[src/rtl/als_spi_pkg.sv]
// als_spi_pkg: ADC frame layout shared by the responder and the light-sensor reader.
package als_spi_pkg;
    localparam int LEAD_ZEROS  = 3;
    localparam int DATA_BITS   = 8;
    localparam int FRAME_BITS  = 16;
    localparam int TRAIL_ZEROS = FRAME_BITS - LEAD_ZEROS - DATA_BITS;

    typedef enum logic [1:0] {IDLE, SHIFT, TAIL} state_t;
endpackage

[src/rtl/sync_edge_det.sv]
// sync_edge_det: multi-flop synchronizer followed by a registered edge detector.
module sync_edge_det #(
    parameter int   STAGES = 2,
    parameter logic INIT   = 1'b0
) (
    input  logic clk_10Mhz,
    input  logic reset_n,
    input  logic din,
    output logic level,
    output logic rise,
    output logic fall
);
    logic [STAGES-1:0] sync;

    always_ff @(posedge clk_10Mhz or negedge reset_n) begin
        if (!reset_n) begin
            sync  <= {STAGES{INIT}};
            level <= INIT;
            rise  <= 1'b0;
            fall  <= 1'b0;
        end else begin
            sync  <= {sync[STAGES-2:0], din};
            level <= sync[STAGES-1];
            rise  <= sync[STAGES-1] & ~level;
            fall  <= ~sync[STAGES-1] & level;
        end
    end
endmodule

[src/rtl/als_spi_responder.sv]
// als_spi_responder: emulates the ambient-light-sensor ADC, serving a 16-bit
// frame {3 zeros, sample, 5 zeros} MSB first; sdata changes on sclk falling edges.
module als_spi_responder
    import als_spi_pkg::*;
#(
    parameter int SYNC_STAGES = 2
) (
    input  logic                 clk_10Mhz,
    input  logic                 reset_n,
    input  logic                 cs_n,
    input  logic                 sclk,
    input  logic [DATA_BITS-1:0] sample_value,
    output logic                 sdata,
    output logic                 sdata_oe,
    output logic                 frame_done,
    output logic                 frame_abort,
    output logic [7:0]           frame_count
);
    localparam int CNT_W = $clog2(FRAME_BITS + 1);
    localparam int BIT_W = $clog2(FRAME_BITS);

    logic cs_lvl, cs_rise, cs_fall, sclk_lvl, sclk_rise, sclk_fall;
    logic start, s_rise, s_fall;
    state_t state, state_n;
    logic [FRAME_BITS-1:0] shift_reg, shift_n;
    logic [CNT_W-1:0] rise_cnt, rise_n;
    logic [BIT_W-1:0] bit_cnt, bit_n;
    logic sdata_n, oe_n, done_n, abort_n;
    logic [7:0] count_n;

    sync_edge_det #(.STAGES(SYNC_STAGES), .INIT(1'b1)) u_cs (
        .clk_10Mhz(clk_10Mhz), .reset_n(reset_n), .din(cs_n),
        .level(cs_lvl), .rise(cs_rise), .fall(cs_fall)
    );

    sync_edge_det #(.STAGES(SYNC_STAGES), .INIT(1'b0)) u_sclk (
        .clk_10Mhz(clk_10Mhz), .reset_n(reset_n), .din(sclk),
        .level(sclk_lvl), .rise(sclk_rise), .fall(sclk_fall)
    );

    // Edge pulses qualified by the settled level they lead to.
    assign start  = cs_fall & ~cs_lvl;
    assign s_rise = sclk_rise & sclk_lvl;
    assign s_fall = sclk_fall & ~sclk_lvl;

    always_comb begin
        state_n = state;
        shift_n = shift_reg;
        rise_n  = rise_cnt;
        bit_n   = bit_cnt;
        oe_n    = sdata_oe;
        done_n  = 1'b0;
        abort_n = 1'b0;
        count_n = frame_count;
        case (state)
            IDLE: if (start) begin
                state_n = SHIFT;
                shift_n = FRAME_BITS'(sample_value) << TRAIL_ZEROS;
                rise_n  = '0;
                bit_n   = '0;
                oe_n    = 1'b1;
            end
            SHIFT: if (cs_rise) begin
                state_n = IDLE;
                abort_n = 1'b1;
                oe_n    = 1'b0;
            end else if (s_rise) begin
                rise_n  = rise_cnt + 1'b1;
                state_n = (rise_n == CNT_W'(FRAME_BITS)) ? TAIL : SHIFT;
            end else if (s_fall) begin
                shift_n = shift_reg << 1;
                bit_n   = bit_cnt + 1'b1;
            end
            TAIL: if (cs_rise) begin
                state_n = IDLE;
                done_n  = 1'b1;
                count_n = frame_count + 1'b1;
                oe_n    = 1'b0;
            end
            default: state_n = IDLE;
        endcase
        sdata_n = (state_n == SHIFT) && shift_n[FRAME_BITS-1];
    end

    always_ff @(posedge clk_10Mhz or negedge reset_n) begin
        if (!reset_n) begin
            state       <= IDLE;
            shift_reg   <= '0;
            rise_cnt    <= '0;
            bit_cnt     <= '0;
            sdata       <= 1'b0;
            sdata_oe    <= 1'b0;
            frame_done  <= 1'b0;
            frame_abort <= 1'b0;
            frame_count <= '0;
        end else begin
            state       <= state_n;
            shift_reg   <= shift_n;
            rise_cnt    <= rise_n;
            bit_cnt     <= bit_n;
            sdata       <= sdata_n;
            sdata_oe    <= oe_n;
            frame_done  <= done_n;
            frame_abort <= abort_n;
            frame_count <= count_n;
        end
    end
endmodule
[config.mk]
export PLATFORM = sky130hd
export DESIGN_NAME = als_spi_responder
export DESIGN_NICKNAME = d
export VERILOG_FILES = /design/src/rtl/als_spi_pkg.sv /design/src/rtl/sync_edge_det.sv /design/src/rtl/als_spi_responder.sv
export SDC_FILE = /design/constraint.sdc
export NUM_CORES = 1
export LEC_CHECK = 0
export CELL_PAD_IN_SITES_DETAIL_PLACEMENT = 0
export CELL_PAD_IN_SITES_GLOBAL_PLACEMENT = 1
export CORE_ASPECT_RATIO = 0.8
export CORE_MARGIN = 10
export CORE_UTILIZATION = 47
export CTS_BUF_LIST = sky130_fd_sc_hd__clkbuf_16
export CTS_CLUSTER_DIAMETER = 100
export CTS_CLUSTER_SIZE = 40
export DETAILED_ROUTE_END_ITERATION = 7
export PLACE_DENSITY = 0.81
export SLEW_MARGIN = 30
export SYNTH_ARGS = -nofsm -noshare
export SYNTH_HDL_FRONTEND = slang
export SYNTH_SLANG_ARGS = --single-unit
[constraint.sdc]
create_clock -name clk_10Mhz -period 3.5 [get_ports clk_10Mhz]
set_clock_uncertainty 0.2 [all_clocks]
set_input_delay 0.35 -clock clk_10Mhz [delete_from_list [all_inputs] [get_ports clk_10Mhz]]
set_output_delay 0.35 -clock clk_10Mhz [all_outputs]
set_load 0.005 [all_outputs]
==> results.toml <==
[run_status]
status = "completed"

[placement]
hpwl_um = 2720
portBuffers = 23
gp_congestion = 0.784
dp.cells = 252

[drt]
drt-total-wl_um = 3780
vias = 1347
dr.pass1.iters = 4
via_per_inst = 5.16
post_drt_wl_per_cell_um = 14.5
antenna_left = 0
drcViolationCount = 0
initialDrtViolationCount = 96

[finish]
diodes = 0
final_nets = 221
final_common_cell = "dfrtp_1"
largest_reg_flops = 15
layout.cells.non_filler = 261
ff_latch_area_um2 = 1100
layout_common_cells = "41 x dfrtp_1, 22 x nand2_1, 22 x clkdlybuf4s50_1"
area_growth_pct = 19.7
fill_cells = 360
multi_input_area_um2 = 881
drive_gt1_share_pct = 12.3

[power]
p_clk_share_pct = 28.2
seqPwrFrac_pct = 43.2
total_leakage_power_nw = 1.13
p_sw_mw = 0.485
swShare_pct = 31.5
power_mw = 1.54
max-vdd-ir-drop_v = 0.000509
p_int_mw = 1.06
combPwrFrac_pct = 28.6
cellPowerDensity_nw_per_um2 = 628

[sta]
final_hold_viol_count = 0
fin_crit_sh_pct = 69.6
tightest_slew_ns = 0.723
finalSetupTns_ns = 0
rsz0062_at_grt = "no"
period_minus_slack_ns = 2.44
setup_viol = 0
drv_slew = 0
slew_headroom_pct = 51.5
max_freq_mhz = 411

[die]
initial_core_util_pct = 48.7
core-area_um2 = 4200
fp.dieW_um = 93.8
dieArea_um2 = 7410
dieHeight_um = 79.0
ios = 24
rows = 21

[critical_path]
critical_path_class = "register to register"
r2r-start = "state[0]"
path_cells = "ha_1, nor4bb_4, buf_4, o2bb2ai_2, a22o_1, o211a_1"
cp_max_fo = 16
cp_data_arrival_time_ns = 2.45
cp.depth = 6
endpoint = "sdata"
reg2reg_setup_slack_ns = 1.06
end_kind = "register"
r2r-end = "sdata"
r2r_cells = 6
slowest_stage = "o2bb2ai_2"
max_stage_delay_ns = 0.61
cp_top_family = "compound AO/OA/AOI/OAI gates"
cp_data_required_time_ns = 3.51
start_kind = "register"
startpoint = "state[0]"
crit_buf_inv = 1

[global_route]
met3_usage_pct = 3.76
grt_pass1_vias = 1387
met1_usage_pct = 13.8
grt.busiest_layer = "met2"
grt_remaining_overflow = 0
use_met2_pct = 16.0
grt_pass1_wl_um = 6390
grt_max_degree = 45
antenna_found_initial = 0
grt_usage_pct = 10.5

[yosys]
ys_ff_latch = 44
yosysSeqAreaShare_pct = 53.9
synth-async-reset-ratio_pct = 100
synth_flop_cell = "dfrtp_1"
ys_warn_count = 0
syn_nets = 197
synthDistinctLibCells = 42
synth_edf_count = 0
syn-mean-instance-area_um2 = 11.4
syn_inst = 179
synth_area_um2 = 2050

[clocking]
cts_sinks = 44
path_clk_slew_ns = 0.06
htreeDepth = 2
cts-root-buf = "clkbuf_16"
clockBufferDepth = 2
insertion_delay_ns = 0.28
ctsResizeCount = 0
cts_buffers = 5
cts_tree = "built"

[hold_path]
hp-start = "u_sclk.sync[0]"
hp-class = "register to register"

[flow_run]
cap_violations = 0
power by group through the flow:
| stage | combinational, mW | clock [mW] | sequential (mW) |
|---|---|---|---|
| floorplan | 0.373 | 0 | 0.656 |
| global placement | 0.418 | 0 | 0.667 |
| detailed placement | 0.442 | 0 | 0.676 |
| CTS | 0.444 | 0.445 | 0.666 |
| global route | 0.492 | 0.466 | 0.677 |
| finish | 0.441 | 0.435 | 0.665 |
layout make-up:
type,count,area share (%)
multi-input cells,124,35.9
well taps,57,2.91
clock inverters,3,0.561
repair buffers,25,10.0
inverters,3,0.459
flip-flops and latches,44,45.1
clock buffers,5,5.10
metrics by stage:
stage | area [um^2] | hold slack (ns) | setup slack, ns | util, %
finish | 2450 | 0.147 | 1.06 | 58.3
global placement | 2300 | 0.135 | 1.20 | 54.7
global route | 2450 | 0.158 | 0.910 | 58.3
CTS | 2440 | 0.0647 | 1.05 | 58.0
detailed placement | 2300 | 0.137 | 1.06 | 54.7
floorplan | 2050 | -0.146 | 1.65 | -
worst min-delay path by stage:
stage,to,slack (ns),cells after the start
6_report,u_sclk.sync[1],0.15,0
3_3_place_gp,u_sclk.sync[1],0.13,0
2_1_floorplan,frame_abort,-0.15,0
3_5_place_dp,u_sclk.sync[1],0.14,0
5_1_grt,u_cs.sync[1],0.16,0
4_1_cts,u_sclk.sync[0],0.06,1
synthesized netlist by cell type (all sizes together) (3+ instances only):
cell | count | area [um^2]
o21ai | 6 | 30.0
a22o | 5 | 43.8
inv | 3 | 11.3
buf | 8 | 66.3
nor2b | 6 | 37.5
xnor2 | 5 | 43.8
and2 | 3 | 20.0
nand2 | 22 | 82.6
or2 | 3 | 18.8
dfstp | 3 | 78.8
a21oi | 5 | 25.0
nand3 | 10 | 50.1
nand2b | 6 | 37.5
nor2 | 16 | 60.1
ha | 6 | 75.1
a221oi | 8 | 95.1
dfrtp | 41 | 1030
what timing repair did:
action                     CTS  global route
hold buffers                 0             1
hold endpoints to repair     0            41
setup endpoints to repair    0             0
buffers inserted             0             0
metal layers:
metal  vias up  routed length [um]
met2        24                1760
li1        666                   -
met5         -                   0
met3         2                 203
met4         0                  14
met1       655                1800
cell families (layout without fill, tap and decap cells):
group	after synthesis	count (layout)	synth area share [%]
compound gates	32	32	14.8
xor+xnor	7	7	2.99
mux	2	2	1.22
flops	44	44	53.9
simple gates	77	77	19.5
fa+ha+maj	6	6	3.67
buf+inv	11	36	3.79
Power figures use the tool's default switching activity.
